## config.mk

```make
export PLATFORM = sky130hd
export DESIGN_NAME = marble_dispense_ctrl
export DESIGN_NICKNAME = d
export VERILOG_FILES = /design/src/rtl/marble_dispense_ctrl_pkg.sv /design/src/rtl/marble_dispense_ctrl_moisture_to_marble.sv /design/src/rtl/marble_dispense_ctrl.sv
export SDC_FILE = /design/constraint.sdc
export NUM_CORES = 1
export LEC_CHECK = 0
export BUFFER_PORTS_ARGS = -buffer_cell sky130_fd_sc_hd__clkbuf_2
export CORE_ASPECT_RATIO = 1.2
export CORE_UTILIZATION = 41
export CTS_CLUSTER_DIAMETER = 200
export DETAILED_ROUTE_END_ITERATION = 6
export GPL_TIMING_DRIVEN = 1
export PLACE_DENSITY = 0.68
export SLEW_MARGIN = 0
export SYNTH_ARGS = -nofsm -noshare
export SYNTH_HDL_FRONTEND = slang
export SYNTH_SLANG_ARGS = --single-unit
```

## constraint.sdc

```tcl
create_clock -name clk -period 3.51 [get_ports clk]
set_clock_uncertainty 0.1 [all_clocks]
set_input_delay 0.351 -clock clk [delete_from_list [all_inputs] [get_ports clk]]
set_output_delay 0.351 -clock clk [all_outputs]
set_load 0.02 [all_outputs]
```

## src/rtl/marble_dispense_ctrl_pkg.sv

```systemverilog
// Shared definitions for the marble dispenser sequencer.
// Holds the FSM state type, the 2-bit marble codes and the default
// moisture thresholds so other sensor-driven controllers can reuse them.
package marble_dispense_ctrl_pkg;

    typedef enum logic [2:0] {
        ST_IDLE        = 3'd0,
        ST_WAIT_SAMPLE = 3'd1,
        ST_DECIDE      = 3'd2,
        ST_DISPENSE    = 3'd3,
        ST_CLEAR       = 3'd4,
        ST_COOLDOWN    = 3'd5,
        ST_FAULT       = 3'd6
    } state_e;

    localparam logic [1:0] MARBLE_NONE = 2'd0;
    localparam logic [1:0] MARBLE_LOW  = 2'd1;
    localparam logic [1:0] MARBLE_MID  = 2'd2;
    localparam logic [1:0] MARBLE_MAX  = 2'd3;

    localparam int unsigned DEFAULT_THRESH_HI  = 3000;
    localparam int unsigned DEFAULT_THRESH_MID = 2000;
    localparam int unsigned DEFAULT_THRESH_LO  = 1000;

endpackage

```

## src/rtl/marble_dispense_ctrl_moisture_to_marble.sv

```systemverilog
// Combinational threshold comparator: maps a moisture reading to a
// 2-bit marble code. Higher reading = drier = larger code; a reading
// exactly on a threshold takes the higher code.
// Ports:
//   moisture - sensor reading (MOIST_W bits)
//   marble   - resulting code, MARBLE_NONE..MARBLE_MAX
module moisture_to_marble
    import marble_dispense_ctrl_pkg::*;
#(
    parameter int unsigned MOIST_W    = 12,
    parameter int unsigned THRESH_HI  = DEFAULT_THRESH_HI,
    parameter int unsigned THRESH_MID = DEFAULT_THRESH_MID,
    parameter int unsigned THRESH_LO  = DEFAULT_THRESH_LO
) (
    input  logic [MOIST_W-1:0] moisture,
    output logic [1:0]         marble
);

    localparam logic [MOIST_W-1:0] TH_HI  = MOIST_W'(THRESH_HI);
    localparam logic [MOIST_W-1:0] TH_MID = MOIST_W'(THRESH_MID);
    localparam logic [MOIST_W-1:0] TH_LO  = MOIST_W'(THRESH_LO);

    always_comb begin
        marble = MARBLE_NONE;
        if (moisture >= TH_HI) begin
            marble = MARBLE_MAX;
        end else if (moisture >= TH_MID) begin
            marble = MARBLE_MID;
        end else if (moisture >= TH_LO) begin
            marble = MARBLE_LOW;
        end
    end

endmodule

```

## src/rtl/marble_dispense_ctrl.sv

```systemverilog
// Sequencer for the servo marble dispenser. Samples moisture, maps it to
// a marble code, runs the enable/done handshake, pulses the dispenser
// reset to clear its sticky done flag, then cools down before the next
// sample. A watchdog faults the path if done never arrives.
// Ports:
//   clk, rst            - clock, synchronous active-high reset
//   arm                 - level, run periodic cycles while high
//   clear_fault         - pulse, leaves FAULT
//   moisture(_valid)    - sensor sample and its strobe
//   done_servo_marble   - sticky done from dispenser
//   enable_servo_marble - dispenser enable
//   rst_servo_marble    - dispenser reset
//   marble              - code to dispenser, stable while enabled
//   busy, fault         - status
//   dispense_count      - completed dispenses, saturating at 255
// All outputs come straight from flops.
module marble_dispense_ctrl
    import marble_dispense_ctrl_pkg::*;
#(
    parameter int unsigned MOIST_W    = 12,
    parameter int unsigned THRESH_HI  = DEFAULT_THRESH_HI,
    parameter int unsigned THRESH_MID = DEFAULT_THRESH_MID,
    parameter int unsigned THRESH_LO  = DEFAULT_THRESH_LO,
    parameter int unsigned COOLDOWN   = 100_000_000,
    parameter int unsigned TIMEOUT    = 1_000_000_000
) (
    input  logic               clk,
    input  logic               rst,
    input  logic               arm,
    input  logic               clear_fault,
    input  logic [MOIST_W-1:0] moisture,
    input  logic               moisture_valid,
    input  logic               done_servo_marble,
    output logic               enable_servo_marble,
    output logic               rst_servo_marble,
    output logic [1:0]         marble,
    output logic               busy,
    output logic               fault,
    output logic [7:0]         dispense_count
);

    localparam logic [31:0] COOL_LAST    = 32'(COOLDOWN - 1);
    localparam logic [31:0] TIMEOUT_LAST = 32'(TIMEOUT - 1);

    state_e             state_q, state_d;
    logic [31:0]        timer_q, timer_d;
    logic [MOIST_W-1:0] moist_q, moist_d;
    logic [1:0]         marble_q, marble_d;
    logic               enable_q, enable_d;
    logic               rst_servo_q, rst_servo_d;
    logic               busy_q, busy_d;
    logic               fault_q, fault_d;
    logic [7:0]         count_q, count_d;
    logic [1:0]         code;

    moisture_to_marble #(
        .MOIST_W    (MOIST_W),
        .THRESH_HI  (THRESH_HI),
        .THRESH_MID (THRESH_MID),
        .THRESH_LO  (THRESH_LO)
    ) u_m2m (
        .moisture (moist_q),
        .marble   (code)
    );

    always_comb begin
        state_d = state_q;
        moist_d = moist_q;
        unique case (state_q)
            ST_IDLE: begin
                if (arm) state_d = ST_WAIT_SAMPLE;
            end
            ST_WAIT_SAMPLE: begin
                if (!arm) begin
                    state_d = ST_IDLE;
                end else if (moisture_valid) begin
                    moist_d = moisture;
                    state_d = ST_DECIDE;
                end
            end
            ST_DECIDE: begin
                state_d = (code == MARBLE_NONE) ? ST_COOLDOWN : ST_DISPENSE;
            end
            ST_DISPENSE: begin
                if (done_servo_marble) begin
                    state_d = ST_CLEAR;
                end else if (timer_q == TIMEOUT_LAST) begin
                    state_d = ST_FAULT;
                end
            end
            ST_CLEAR: begin
                state_d = ST_COOLDOWN;
            end
            ST_COOLDOWN: begin
                if (timer_q == COOL_LAST) begin
                    state_d = arm ? ST_WAIT_SAMPLE : ST_IDLE;
                end
            end
            ST_FAULT: begin
                if (clear_fault) state_d = ST_IDLE;
            end
            default: begin
                state_d = ST_IDLE;
            end
        endcase

        // One shared timer; any state change restarts it from zero.
        timer_d = '0;
        if ((state_d == state_q) &&
            ((state_q == ST_DISPENSE) || (state_q == ST_COOLDOWN))) begin
            timer_d = timer_q + 32'd1;
        end

        // Outputs are computed from the next state so the registered
        // versions line up with state_q.
        marble_d = MARBLE_NONE;
        if (state_d == ST_DISPENSE) begin
            marble_d = (state_q == ST_DISPENSE) ? marble_q : code;
        end

        enable_d    = (state_d == ST_DISPENSE);
        rst_servo_d = (state_d == ST_CLEAR) || (state_d == ST_FAULT);
        busy_d      = (state_d != ST_IDLE);
        fault_d     = (state_d == ST_FAULT);

        count_d = count_q;
        if ((state_d == ST_CLEAR) && (count_q != 8'hFF)) begin
            count_d = count_q + 8'd1;
        end
    end

    always_ff @(posedge clk) begin
        if (rst) begin
            state_q     <= ST_IDLE;
            timer_q     <= '0;
            moist_q     <= '0;
            marble_q    <= MARBLE_NONE;
            enable_q    <= 1'b0;
            rst_servo_q <= 1'b1;
            busy_q      <= 1'b0;
            fault_q     <= 1'b0;
            count_q     <= '0;
        end else begin
            state_q     <= state_d;
            timer_q     <= timer_d;
            moist_q     <= moist_d;
            marble_q    <= marble_d;
            enable_q    <= enable_d;
            rst_servo_q <= rst_servo_d;
            busy_q      <= busy_d;
            fault_q     <= fault_d;
            count_q     <= count_d;
        end
    end

    assign enable_servo_marble = enable_q;
    assign rst_servo_marble    = rst_servo_q;
    assign marble              = marble_q;
    assign busy                = busy_q;
    assign fault               = fault_q;
    assign dispense_count      = count_q;

endmodule

```

* Word-level counts from Yosys, hierarchy flattened
Cells that the tools add are included.
** Storage, ports and cells
- Flip-flop bits (word level) :: 61
- Bits in latches :: 0
- Bits in writable memories :: 0
- ROM bits :: 0
- Bits of input ports :: 18
- Output and inout port bits :: 14
- Logic and storage cells :: 52
- Memories kept :: 0
** Cells by class
- Add/sub/neg operators :: 2
- Multiply operators :: 0
- Div/mod/pow operators :: 0
- Magnitude comparators :: 3
- Equal/unequal tests :: 13
- Shift-type cells :: 0
- Mux-type cells :: 13
- Bitwise operators :: 2
- Reduce and logical (&&, ||, !) cells :: 10
** Operators with widths (number)
- adder 32 x 1 -> 32 bit (second input constant) :: 1
- == test 32 x 27 -> 1 bit (second input constant) :: 1
- == test 32 x 30 -> 1 bit (second input constant) :: 1
- two-way mux 3 bit :: 8
- case mux 3 bit (7 select lines) :: 1
- == test 3 bit (second input constant) :: 5
- greater-or-equal comparator 12 x 10 -> 1 bit (second input constant) :: 1
- greater-or-equal comparator 12 x 11 -> 1 bit (second input constant) :: 1
- greater-or-equal comparator 12 bit (second input constant) :: 1
- == test 3 x 2 -> 1 bit (second input constant) :: 3
- adder 8 x 1 -> 8 bit (second input constant) :: 1
- inequality test 8 bit (second input constant) :: 1
- two-way mux 2 bit :: 2
- OR reduction 2 bit :: 2
- == test 3 x 1 -> 1 bit (second input constant) :: 1
- == test 3 bit :: 1
- logical NOT 3 bit :: 1
- AND reduction 3 bit :: 1
- nonzero test 3 bit :: 1
- logical AND 1 bit :: 2
- logical NOT 2 bit :: 1
- logical OR 1 bit :: 2
- two-way mux 1 bit :: 2
- NOT 1 bit :: 2

* Longest topological paths before layout
- Depth in word-level cells :: 11
- Mapped depth :: 7
- Mapped depth without buffers :: 6

* By module
A second synthesis with hierarchy kept.
** Second synthesis, totals
- Cells, all modules :: 327
- Area, all modules :: 2885.3 sq um
** By module, submodules not included
- marble_dispense_ctrl :: times used 1, cells an instance 316, area each 2815.2 sq um, seq. area each 1221.2 sq um
- moisture_to_marble :: times used 1, cells an instance 11, area each 70.1 sq um, seq. area each 0.0 sq um

* Worst setup path after synthesis
OpenSTA, ideal clock, no wires.
- Kind :: register -> register
- Start point :: register timer_q[0]
- End point :: register timer_q[0]
- Setup time :: 0.137 ns
- Arrival time :: 1.742 ns
- Data required time :: 3.273 ns
- Path slack :: 1.530 ns
- Cell stages (with the launch flop) :: 8
- Buffers on the path :: 1
- Period minus slack after synthesis :: 1.980 ns
- Cells stage by stage :: dfxtp_1 ha_1 and4_4 nand4_1 o21ai_0 o2bb2ai_1 clkbuf_1 a211oi_1
** On the way
- Cells in the longest elaborated chain, start to end :: 8
- Elaborated cells on any way between the ends :: 11
- Classes of those cells :: 1 x add/sub; 3 x eq/ne; 4 x mux; 1 x bitwise; 2 x reduce/logical
** RTL lines
- start: declaration :: line marble_dispense_ctrl.sv:46 : logic [31:0] timer_q, timer_d;
- start signal: assignment :: line marble_dispense_ctrl.sv:145 : timer_q <= timer_d;
- == test 32 x 30 -> 1 bit :: line marble_dispense_ctrl.sv:87 : end else if (timer_q == TIMEOUT_LAST) begin
- two-way mux 3 bit :: line marble_dispense_ctrl.sv:87
- two-way mux 3 bit :: line marble_dispense_ctrl.sv:85 : if (done_servo_marble) begin
- case mux 3 bit (7 select lines) :: line marble_dispense_ctrl.sv:69 : unique case (state_q)
- == test 3 bit :: line marble_dispense_ctrl.sv:109 : if ((state_d == state_q) &&
- logical AND 1 bit :: line marble_dispense_ctrl.sv:109
- NOT 1 bit (no line)
- OR reduction 2 bit (no line)
Several ways; a longest one is shown, not always the timed one.
A chain may end at the register's enable or synchronous reset.

* Worst setup path in the final report
- Start point :: register timer_q[4]
- End point :: register timer_q[31]
Same word-level chain as after synthesis.

==> metrics.md <==
| Metric | Value |
|---|---|
| Status | finished, final reports clean |
| CP Launch Type | flip-flop |
| H-tree depth | 3 |
| Nets | approximately 370 |
| Total global-route track usage | 18.8% |
| Root Driver | clkbuf_8 |
| Initial core utilization | a little over two fifths |
| Cts hold-fix bufs | 0 |
| RSZ-0062 raised after global routing | false |
| Switching share of power | 22.4% |
| Power per standard cell area | between 400 and 500 nW/um2 |
| RR Endpoint | timer_q[31] |
| Largest net degree at the start of global routing | 33 |
| Number of distinct library cells after synthesis | 51 |
| Final TNS setup | 0 ns |
| MaxCap Viol Count | 0 |
| DR vias | between 2000 and 2500 |
| Clk slew on worst S/H paths | ~0.070 ns |
| Die width | 79.0 um |
| IO Pins | 32 |
| Avg WL per Cell | 14.5 um |
| CTS tree | done |
| Max-slew violations | 0 |
| Peak supply drop | between 150 and 200 uV |
| Int Pwr | between 1 and 1.5 mW |
| RR Startpoint | timer_q[4] |
| Antenna-violating nets left | 0 |
| Gate power share | approximately 3.8% |
| FP Rows | 33 |
| R2R setup slack | between 1 and 1.5 ns |
| Clk Latency, worst-skew pair | about 0.34 ns |
| GP Congestion | approximately 0.85 |
| Initial antenna violation count | 0 |
| Post-Syn Area | just under 3000 um2 |
| Number of synthesis warnings | 0 |
| Critical path class | reg2reg |
| Final min period | ~2.4 ns |
| Worst path cell trace | and4_1 -> nand4_1 -> o21ai_0 -> o2bb2ai_2 -> buf_4 -> a221oi_1 |
| Leading cell type in the layout, fill and taps excluded | dfxtp_1 |
| DRT iter0 DRCs | slightly below 100 |
| Hold endpoint | moist_q[7] |
| Diodes inserted | 0 |
| Worst EP arrival | around 2.4 ns |
| Quantity of gates resized following cts | 0 |
| Area grow syn2layout | 14.6% |
| Net switching power | ~320 uW |
| Synth area leader | dfxtp_1 |
| Tcrit/Tclk final | between 60% and 70% |
| CP Capture Type | flip-flop |
| Flops & latches, synth | 58 |
| Vias in the first global route | between 2000 and 2500 |
| Sequential share of the synthesized area | around two fifths |
| Avg Cell Area, Syn | 9.09 um2 |
| Via density | around 5.6 |
| FF-to-FF path depth | 6 |
| Sequential fraction of design power | between 40% and 50% |
| Most frequent cells in the layout | 58 x dfxtp_1, 35 x nor2_1, 32 x a211oi_1 |
| Routed WL | about 6300 um |
| Number of iterations in the first detailed-routing pass | 4 |
| Crit-path max FO | 32 |
| Fin. Hold Viols | 0 |
| Filler instances | between 600 and 700 |
| Worst-Margin Slew | 1.12 ns |
| Syn nets | around 340 |
| Die Y | between 90 and 100 um |
| CTS max path bufs | 2 |
| Gr ovfl total | 0 |
| Synth Flop Type | dfxtp_1 |
| First-pass GRT wire length | 10900 um |
| Top cells by area, synth | dfxtp_1 40%, a211oi_1 8.2%, xnor2_1 6.0% |
| CTS Buf Count | 9 |
| Count of flip-flops with a built-in enable after synthesis | 0 |
| Core area | 6850 um2 |
| Layout cells sized above 1 | 17.4% |
| Clk sink count | 58 |
| DRC violations left | 0 |
| Endpoints failing setup | 0 |
| Post-CTS Setup Bufs | 0 |
| IO Port Bufs | 28 |
| Worst hold path class | in2reg |
| Clock network power share | between 40% and 50% |
| Cells after synthesis | around 320 |
| Static Leak | about 1.1 nW |
| Fmax | approximately 0.42 GHz |
| Crit-path max cell delay | between 0.4 and 0.5 ns |
| Slowest cell on crit path | and4_1 |
| Top-area cell type share of the netlist area | about 40% |
| Die area | 7460 um2 |
| Detailed placement HPWL | ~4200 um |
| WHS Path Cells | 3 |
| Slew margin rel. | 25.1% |
| Worst Path Required | ~3.6 ns |
| Asr flop ratio synth | 0% |
| Hold slack | 0.134 ns |
| HP Start | moisture[7] |
worst max-delay path by stage:
| stage | from | end | slack, ns | depth (start not counted) |
|---|---|---|---|---|
| 5_1_grt | timer_q[4] | timer_q[31] | 1.00 | 6 |
| 6_report | timer_q[4] | timer_q[31] | 1.15 | 6 |
| 3_5_place_dp | timer_q[4] | timer_q[31] | 1.18 | 6 |
| 4_1_cts | timer_q[4] | timer_q[31] | 1.16 | 6 |
| 2_1_floorplan | timer_q[0] | timer_q[0] | 1.53 | 7 |
| 3_3_place_gp | timer_q[4] | timer_q[31] | 1.21 | 6 |
power groups by stage:
stage	Sequential [mW]	Clock, mW	Combinational (mW)
after global routing	0.673	0.738	0.0602
after global placement	0.686	0	0.0540
final	0.672	0.689	0.0541
after CTS	0.671	0.704	0.0547
after floorplan	0.685	0	0.0358
after detailed placement	0.686	0	0.0545
kinds of logic after synthesis:
family                   count (synthesis)  share of synthesized area [%]
AO/OA/AOI/OAI                           56                           14.2
XOR/XNOR                                34                           10.2
adder cells (fa/ha/maj)                  2                          0.857
buffers and inverters                   29                           4.12
flip-flops                              58                           39.8
multiplexers                            10                           3.43
AND/OR/NAND/NOR                        132                           27.4
per-layer routing:
layer / share of wire [%] / routed length [um] / GRT usage [%]
met4: 1.7 / 110 / 8.18
met2: 48 / 3020 / 31.8
met5: 0 / 0 / 0
met3: 3.5 / 223 / 5.51
met1: 47 / 2970 / 21.9
synth_stat cells, types with 4 or more instances:
master / instances
o21ai_0: 8
nand2_1: 16
nor4bb_1: 4
mux2i_1: 10
nor2_1: 35
inv_1: 11
nor4_1: 5
clkbuf_1: 11
nand4_1: 14
nor3_1: 10
xnor2_1: 20
xor2_1: 14
buf_2: 6
nand3_1: 11
and4_1: 6
dfxtp_1: 58
a211oi_1: 32
and3_1: 5
worst max-delay path, delay by kind of cell (launching register included):
kind / cells / cell delay [ns]
AO/OA/AOI/OAI: 3 / 0.70
flip-flops: 1 / 0.40
buffers and inverters: 1 / 0.34
AND/OR/NAND/NOR: 2 / 0.62
stage by stage:
| stage | instances | area [um2] | worst slack, ns | power, mW | utilization [%] |
|---|---|---|---|---|---|
| finish | 437 | 3340 | 1.15 | 1.41 | 48.8 |
| global route | 437 | 3340 | 1.00 | 1.47 | 48.8 |
| CTS | 437 | 3340 | 1.16 | 1.43 | 48.8 |
| detailed placement | 421 | 3130 | 1.18 | 0.741 | 45.6 |
| global placement | 421 | 3130 | 1.21 | 0.740 | 45.6 |
| floorplan | 321 | 2920 | 1.53 | 0.720 | - |
state kept, by name (all words and copies together) (netlist names), 2 cells and up:
register	count
timer_q	32
dispense_count	8
state_q	3
moist_q	9
marble	2
area by class of cell:
type,instances,area [um2],area share [%]
Multi-Input combinational cell,234,1650,49.4
Inverter,11,41.3,1.23
Clock buffer,10,138,4.12
Tap cell,87,109,3.25
Clock inverter,6,80.1,2.39
Timing Repair Buffer,31,163,4.86
Sequential cell,58,1160,34.7
No activity file was read; power rests on OpenSTA's default activity.
